==> src/rtl/rv32i_imem_loader.sv <==
// Boot-time instruction memory writer: takes a byte stream carrying a
// little-endian word count followed by little-endian instruction words and
// writes them to word-aligned byte addresses.
// The core is held in reset while a load is in progress or after a rejected load.
module rv32i_imem_loader #(
  parameter int INSTR_MEM_WIDTH = 10
) (
  input  logic        clk,
  input  logic        rst_n,
  input  logic        start,
  input  logic        in_valid,
  input  logic [7:0]  in_data,
  output logic        in_ready,
  output logic        mem_we,
  output logic [31:0] mem_addr,
  output logic [31:0] mem_wdata,
  output logic        busy,
  output logic        done,
  output logic        error,
  output logic        core_rst_n
);

  typedef enum logic [2:0] {
    S_IDLE  = 3'd0,
    S_LEN   = 3'd1,
    S_DATA  = 3'd2,
    S_DONE  = 3'd3,
    S_ERROR = 3'd4
  } state_t;

  localparam logic [INSTR_MEM_WIDTH:0] IDX_ONE   = 1;
  localparam logic [32:0]              MAX_WORDS = 33'd1 << INSTR_MEM_WIDTH;

  state_t                   state, state_nxt;
  logic [1:0]               b;
  logic [23:0]              len_lo;
  logic [INSTR_MEM_WIDTH:0] n_words;
  logic [INSTR_MEM_WIDTH:0] idx;
  logic [23:0]              word_p0;

  logic                     accept;
  logic                     last_byte;
  logic                     restart;
  logic [31:0]              len_final;
  logic [INSTR_MEM_WIDTH:0] idx_inc;
  logic                     busy_nxt, done_nxt, error_nxt, core_rst_n_nxt;

  // A word count equal to the memory depth is legal; anything above is not.
  function automatic logic len_too_big(input logic [31:0] n);
    return {1'b0, n} > MAX_WORDS;
  endfunction

  assign accept    = in_valid && in_ready;
  assign last_byte = accept && (b == 2'd3);
  assign restart   = start && (state == S_IDLE || state == S_DONE || state == S_ERROR);
  assign len_final = {in_data, len_lo};
  assign idx_inc   = idx + IDX_ONE;

  // State register with status flags registered alongside it (glitch-free)
  always_ff @(posedge clk) begin
    if (!rst_n) begin
      state      <= S_IDLE;
      busy       <= 1'b0;
      done       <= 1'b0;
      error      <= 1'b0;
      core_rst_n <= 1'b1;
    end else begin
      state      <= state_nxt;
      busy       <= busy_nxt;
      done       <= done_nxt;
      error      <= error_nxt;
      core_rst_n <= core_rst_n_nxt;
    end
  end

  // Next-state logic; start is only honoured outside LEN/DATA
  always_comb begin
    state_nxt = state;
    case (state)
      S_IDLE, S_DONE, S_ERROR: begin
        if (start) state_nxt = S_LEN;
      end
      S_LEN: begin
        if (last_byte) begin
          if (len_final == 32'd0)          state_nxt = S_DONE;
          else if (len_too_big(len_final)) state_nxt = S_ERROR;
          else                             state_nxt = S_DATA;
        end
      end
      S_DATA: begin
        if (last_byte && (idx_inc == n_words)) state_nxt = S_DONE;
      end
      default: state_nxt = S_IDLE;
    endcase
  end

  // Output decode: in_ready from current state, flags from next state
  always_comb begin
    in_ready       = (state == S_LEN) || (state == S_DATA);
    busy_nxt       = (state_nxt == S_LEN) || (state_nxt == S_DATA);
    done_nxt       = (state_nxt == S_DONE);
    error_nxt      = (state_nxt == S_ERROR);
    core_rst_n_nxt = (state_nxt == S_IDLE) || (state_nxt == S_DONE);
  end

  // Byte assembly and the registered memory write port
  always_ff @(posedge clk) begin
    if (!rst_n) begin
      b         <= 2'd0;
      idx       <= '0;
      mem_we    <= 1'b0;
      mem_addr  <= 32'd0;
      mem_wdata <= 32'd0;
    end else begin
      mem_we <= 1'b0;
      if (restart) begin
        b   <= 2'd0;
        idx <= '0;
      end
      if (accept) begin
        b <= b + 2'd1;
        if (state == S_LEN) begin
          case (b)
            2'd0:    len_lo[7:0]   <= in_data;
            2'd1:    len_lo[15:8]  <= in_data;
            2'd2:    len_lo[23:16] <= in_data;
            default: n_words       <= len_final[INSTR_MEM_WIDTH:0];
          endcase
        end else begin
          case (b)
            2'd0:    word_p0[7:0]   <= in_data;
            2'd1:    word_p0[15:8]  <= in_data;
            2'd2:    word_p0[23:16] <= in_data;
            default: begin
              mem_we    <= 1'b1;
              mem_addr  <= {{(30-INSTR_MEM_WIDTH){1'b0}}, idx[INSTR_MEM_WIDTH-1:0], 2'b00};
              mem_wdata <= {in_data, word_p0};
              idx       <= idx_inc;
            end
          endcase
        end
      end
    end
  end

endmodule

==> config.mk <==
export PLATFORM = sky130hd
export DESIGN_NAME = rv32i_imem_loader
export DESIGN_NICKNAME = d
export VERILOG_FILES = /design/src/rtl/rv32i_imem_loader.sv
export SDC_FILE = /design/constraint.sdc
export NUM_CORES = 1
export LEC_CHECK = 0
export ABC_AREA = 1
export BUFFER_PORTS_ARGS = -buffer_cell sky130_fd_sc_hd__buf_4
export CAP_MARGIN = 20
export CORE_MARGIN = 8
export CORE_UTILIZATION = 58
export CTS_BUF_LIST = sky130_fd_sc_hd__clkbuf_8
export DETAILED_ROUTE_END_ITERATION = 8
export PLACE_DENSITY = 0.94
export SYNTH_ARGS = -nofsm -noshare
export SYNTH_HDL_FRONTEND = slang
export SYNTH_SLANG_ARGS = --single-unit
==> constraint.sdc <==
create_clock -name clk -period 2.06 [get_ports clk]
set_input_delay 0.412 -clock clk [delete_from_list [all_inputs] [get_ports clk]]
set_output_delay 0.412 -clock clk [all_outputs]
set_load 0.02 [all_outputs]
# Word-level counts from Yosys, hierarchy flattened
# Cells that the tools add are included.
dict set report word_totals {
  reg_bits 122
  inputBits 12
  output_inout_bits 70
  word_cells 74
}
dict set report op_classes {
  addsub 2
  order_cmp 1
  eq_ne 12
  n_mux 13
  n_bitwise 4
  n_reduce_logical 25
}
# cell n
set op_table {}
lappend op_table {{$mux 11} 4}
lappend op_table {{$gt 32x11->1 const B} 1}
lappend op_table {{$logic_not 32->1} 1}
lappend op_table {{$reduce_and 4->1} 7}
lappend op_table {{$mux 3} 5}
lappend op_table {{$eq 3x2->1 const B} 4}
lappend op_table {{$add 11x1->11 const B} 1}
lappend op_table {{$eq 11x11->1} 1}
lappend op_table {{$pmux 3 s3} 1}
lappend op_table {{$reduce_or 3->1} 3}
lappend op_table {{$eq 3x1->1 const B} 2}
lappend op_table {{$eq 3x3->1 const B} 2}
lappend op_table {{$logic_not 3->1} 2}
lappend op_table {{$logic_or 1x1->1} 5}
lappend op_table {{$eq 2x2->1 const B} 2}
lappend op_table {{$logic_and 1x1->1} 4}
lappend op_table {{$mux 2} 2}
lappend op_table {{$not 1->1} 4}
lappend op_table {{$reduce_and 3->1} 1}
lappend op_table {{$add 2x1->2 const B} 1}
lappend op_table {{$eq 2x1->1 const B} 1}
lappend op_table {{$logic_not 2->1} 1}
lappend op_table {{$reduce_bool 2->1} 1}
lappend op_table {{$mux 1} 1}

# Logic depth before layout (Yosys ltp)
dict set report depth {
  depth_word 9
  mapped_depth 14
  ltp_nobuf 14
}

# Least setup slack after synthesis
# No wires, ideal clock.
dict set report synth_path {
  path_type {reg2reg}
  start {register state[1]}
  end {register len_lo[0], enable pin}
  setup_ns 0.383
  arrival_time_ns 1.591
  required_time_ns 1.677
  slack_ns 0.085
  stages_incl_launch_ff 8
  n_path_buf 0
  period_less_slack_ns 1.975
  cell_sequence {dfxtp_1 inv_1 nand3_2 nand2_2 nand2_2 inv_1 nand2_1 nor3_1}
}
dict set report synth_between {
  elab_chain_cells 4
  word_cells_on_any_way 5
  cone_classes {2 x eq/ne; 3 x reduce/logical}
}
# element line
set synth_rtl {}
lappend synth_rtl {{start: declaration} 34} ;# state_t state, state_nxt;
lappend synth_rtl {{start signal: assignment} 68} ;# state <= state_nxt;
lappend synth_rtl {{$eq 3x1->1 / $eq 3x2->1 (equally long branches)} 99} ;# in_ready = (state == S_LEN) || (state == S_DATA);
lappend synth_rtl {{$logic_or 1x1->1 *} 99}
lappend synth_rtl {{named net in_ready} 13} ;# output logic in_ready,
lappend synth_rtl {{$logic_and 1x1->1 *} 53} ;# assign accept = in_valid && in_ready;
lappend synth_rtl {{$reduce_and 4->1 (no source line) *} --}
lappend synth_rtl {{end signal: assignment} 124} ;# 2'd0: len_lo[7:0] <= in_data;
lappend synth_rtl {{end: declaration} 36} ;# logic [23:0] len_lo;
# Mark *: on every way through the listed nets, which the timed path passes. The rest lies on a longest branch.
# A chain may end at the register's enable or synchronous reset.

# Worst setup path in the final report
dict set report layout_path {
  start {register idx[0]}
  end {register busy}
}
dict set report layout_between {
  elab_chain_cells 7
  word_cells_on_any_way 8
  cone_classes {1 x add/sub; 3 x eq/ne; 2 x mux; 2 x reduce/logical}
}
# element line
set layout_rtl {}
lappend layout_rtl {{start: declaration} 38} ;# logic [INSTR_MEM_WIDTH:0] idx;
lappend layout_rtl {{start signal: assignment} 138} ;# idx <= idx_inc;
lappend layout_rtl {{$add 11x1->11 *} 57} ;# assign idx_inc = idx + IDX_ONE;
lappend layout_rtl {{$eq 11x11->1 *} 91} ;# if (last_byte && (idx_inc == n_words)) state_nxt = S_DONE;
lappend layout_rtl {{$logic_and 1x1->1 *} 91}
lappend layout_rtl {{$mux 3 *} 91}
lappend layout_rtl {{$pmux 3 s3 *} 79} ;# case (state)
lappend layout_rtl {{$eq 3x1->1 / $eq 3x2->1 (equally long branches)} 100} ;# busy_nxt = (state_nxt == S_LEN) || (state_nxt == S_DATA);
lappend layout_rtl {{$logic_or 1x1->1 *} 100}
lappend layout_rtl {{end signal: assignment} 69} ;# busy <= busy_nxt;
lappend layout_rtl {{end: declaration} 17} ;# output logic busy,
# Mark *: on every way between the ends. The rest lies on a longest branch, timed or not.

==> results_tabular.tex <==
\begin{tabular}{lr}
\hline
Metric & Value \\
\hline
\multicolumn{2}{l}{\textbf{Outcome}} \\
\quad Outcome & finished clean \\
\multicolumn{2}{l}{\textbf{Logic synthesis}} \\
\quad Area share of the leading cell type in the synthesized netlist & 35.0\% \\
\quad Sequential element share of the synthesized area & 59.8\% \\
\quad Average size of a mapped cell & 9.35 um\^{}2 \\
\quad Ranking of synthesized cells by area & sky130\_fd\_sc\_hd\_\_edfxtp\_1, sky130\_fd\_sc\_hd\_\_dfxtp\_1, sky130\_fd\_sc\_hd\_\_nand2\_1, sky130\_fd\_sc\_hd\_\_nand3\_1, sky130\_fd\_sc\_hd\_\_inv\_1 \\
\quad YS warnings & 0 \\
\quad Top\_reg\_cell synth & sky130\_fd\_sc\_hd\_\_dfxtp\_1 \\
\quad Gate count after technology mapping & 542 \\
\quad Seq cells post-synth & 122 \\
\quad Library cell occupying the most area in the post-synthesis netlist & sky130\_fd\_sc\_hd\_\_edfxtp\_1 \\
\quad Most common cell in the netlist & sky130\_fd\_sc\_hd\_\_nand2\_1 \\
\quad Leading cell types by count after synthesis & sky130\_fd\_sc\_hd\_\_nand2\_1, sky130\_fd\_sc\_hd\_\_nand3\_1, sky130\_fd\_sc\_hd\_\_dfxtp\_1 \\
\quad Cell area after technology mapping & 0.00507 mm\^{}2 \\
\quad Async set or reset register ratio after synthesis & 0\% \\
\quad Number of distinct standard cells referenced by the synthesized netlist & 32 \\
\quad Number of synthesized flops with an enable pin & 59 \\
\multicolumn{2}{l}{\textbf{Drt}} \\
\quad Top layer used by detailed routing & met4 \\
\quad Met3 routed WL & 1.50 mm \\
\quad Total routed wire length on the met1 layer & 4.66 mm \\
\quad Vias per cell & 5.54 \\
\quad Remaining antenna violation count & 0 \\
\quad DRT Wirelength & 12.7 mm \\
\quad Drt drc & 0 \\
\quad Count of TritonRoute iterations in the first routing pass & 7 \\
\quad WL per Instance & 17.2 um \\
\quad Met2 WL post-DR & 6.15 mm \\
\quad Detailed router's first-iteration violation count & 436 \\
\quad Detailed-route via count & 4,085 \\
\multicolumn{2}{l}{\textbf{STA}} \\
\quad Setup TNS & 0 ns \\
\quad Timing-limited maximum frequency & 519 MHz \\
\quad Final hold violations & 0 \\
\quad Skew final & 0.0147 ns \\
\quad Count of final max-slew check failures & 0 \\
\quad Share of the clock period used by the worst path & 93.5\% \\
\quad RSZ-0062 raised after global routing & no \\
\quad Min cycle time layout & 1.93 ns \\
\quad Final Setup Violations & 0 \\
\multicolumn{2}{l}{\textbf{Critical path}} \\
\quad Cells along the critical path & ha\_4 > nand2\_2 > nor2\_4 > nand4\_1 > nand2\_1 > nand2\_1 > nand2\_1 > nand3\_1 > o21bai\_4 > nand2\_2 > nand2\_1 > nor2\_1 \\
\quad Delay-heaviest family, CP & simple AND/OR/NAND/NOR gates \\
\quad Required time worst endpoint & 2.40 ns \\
\quad CP endpoint kind & flip-flop \\
\quad Worst Setup Start Kind & flip-flop \\
\quad Critical Path Most Common Cell & sky130\_fd\_sc\_hd\_\_nand2\_1 \\
\quad Worst path bufs/invs & 0 \\
\quad Critical-path cell with the highest stage delay & sky130\_fd\_sc\_hd\_\_dfxtp\_1 \\
\quad Critical Path Max Stage Delay & 0.41 ns \\
\quad Data arrival at the endpoint of the critical path & 2.26 ns \\
\quad Maximum fanout along the worst path & 5 \\
\quad Type of the worst setup path & flip-flop to flip-flop \\
\multicolumn{2}{l}{\textbf{Final layout}} \\
\quad Fraction of final layout cells with drive strength greater than 1 & 22.1\% \\
\quad Finished Layout Cells & 738 \\
\quad Core Util, Final & 69.6\% \\
\quad Layout-stage area growth over the synthesis result & 17.9\% \\
\quad Count of antenna diodes in the layout & 0 \\
\quad Final Net Count & 635 \\
\multicolumn{2}{l}{\textbf{Clock network}} \\
\quad Clock insertion delay at the later pin of the skew report & 0.45 ns \\
\quad CTS HTree Levels & 4 \\
\quad Count of clock tree sinks & 122 \\
\quad CTS max path bufs & 2 \\
\quad Worst-path clk slew & 0.09 ns \\
\quad Clock tree from TritonCTS & yes \\
\quad Clock buffers created by TritonCTS & 17 \\
\quad Cts hold-fix bufs & 0 \\
\quad Clock root buffer & sky130\_fd\_sc\_hd\_\_clkbuf\_8 \\
\multicolumn{2}{l}{\textbf{Job}} \\
\quad Max Cap Viol & 0 \\
\multicolumn{2}{l}{\textbf{Placed design}} \\
\quad Last weighted congestion value of the routability-driven placer & 0.923 \\
\quad Port-buffer cells & 59 \\
\quad Cell count after placement & 706 \\
\quad Final HPWL from detailed placement & 8.45 mm \\
\multicolumn{2}{l}{\textbf{Floorplan}} \\
\quad Core footprint & 0.00859 mm\^{}2 \\
\quad Count of boundary I/O pins & 82 \\
\quad Initial core utilization & 59.0\% \\
\quad Floorplan row count & 34 \\
\quad Area of the die & 0.0120 mm\^{}2 \\
\quad Die W & 109 um \\
\quad DIE HEIGHT & 109 um \\
\multicolumn{2}{l}{\textbf{GRT}} \\
\quad Global-route wire length before repair & 20.0 mm \\
\quad Antenna violations before repair & 0 \\
\quad Maximum number of pins on one net before global-route repair & 35 \\
\quad Global-route congestion overflow total & 0 \\
\quad Global-route usage over all layers & 22.1\% \\
\quad Vias in the first global route & 4,072 \\
\multicolumn{2}{l}{\textbf{Pwr}} \\
\quad Post-layout power & 4.80 mW \\
\quad Worst vdd rail ir drop & 0.000706 V \\
\quad Pwr dens & 803 mW/mm\^{}2 \\
\quad Static Leak & 2.60 nW \\
\multicolumn{2}{l}{\textbf{Min path}} \\
\quad Class of the worst hold path & input port to flip-flop \\
\hline
\end{tabular}
## logic make-up (layout without fill, tap and decap cells)
kind of cell               count (synthesis)  in the layout  share of synthesized area, %
adders and majority gates                  6              6                          1.48
other                                      1             22                        0.0740
DFF                                      122            122                          59.8
buffers and inverters                     92            159                          9.03
and+or+nand+nor                          282            282                          25.1
AOI/OAI and AO/OA                         39             39                          4.49
## repair_timing
action	CTS	global route
buffers inserted	0	0
resized for setup	0	4
setup endpoints to repair	0	4
## through the flow
stage          hold WS, ns  area, um^2  setup slack [ns]
2_1_floorplan        0.412        5150            0.0854
3_3_place_gp         0.419        5580             0.334
3_5_place_dp         0.424        5580             0.225
4_1_cts              0.213        5960            0.0410
5_1_grt              0.210        5980            0.0151
6_report             0.229        5980             0.134
## placed cells by master (no fill, tap or decap), drive strengths merged
cell type / n
o22ai: 2
ha: 6
o31ai: 1
dfxtp: 63
edfxtp: 59
buf: 73
o21bai: 2
a31oi: 1
nor3: 8
nand4: 5
a21boi: 1
conb: 22
nand2: 142
clkinv: 6
a211oi: 3
a21oi: 6
nand3b: 3
nand3: 73
nor2: 51
inv: 60
clkinvlp: 1
o21ai: 23
clkbuf: 18
bufinv: 1
## cell type report
class,instances,area (um^2)
clock buffer,18,248
sequential,122,3030
inverter,54,203
multi-input combinational,349,1670
timing repair buffer,73,548
tap,108,135
fill,600,2620
clock inverter,14,138
## per-layer routing
layer / global-route usage, % / vias up
li1: - / 1882
met1: 25.5 / 1902
met2: 36.5 / 255
met3: 7.33 / 46
met4: 10.6 / 0
met5: 0 / -
## state kept, by name (all words and copies together) (netlist names)
register	count
error	1
word_p0	24
core_rst_n	1
done	1
state	3
b	2
idx	11
mem_we	1
len_lo	24
mem_addr	10
n_words	11
busy	1
mem_wdata	32
## where the power goes
group / internal (mW) / switching [mW] / leakage, nW
clock: 1.01 / 1.05 / 0.197
sequential: 2.55 / 0.00802 / 1.04
combinational: 0.0430 / 0.139 / 1.36
total: 3.60 / 1.20 / 2.60
## worst register-to-register path, delay by kind of cell, from the launching register on
family | cells | cell delay [ns]
fa+ha+maj | 1 | 0.18
simple gates | 10 | 1.05
compound gates | 1 | 0.18
flops | 1 | 0.41
## final timing paths
check | start | to | slack [ns] | cells after the start
setup / recovery | idx[0] | busy | 0.13 | 12
hold / removal | in_data[5] | word_p0[13] | 0.23 | 1
setup reg to reg | idx[0] | busy | 0.13 | 12
hold reg to reg | word_p0[3] | mem_wdata[3] | 0.45 | 2
Note: power is estimated with default switching activity, not from simulation.
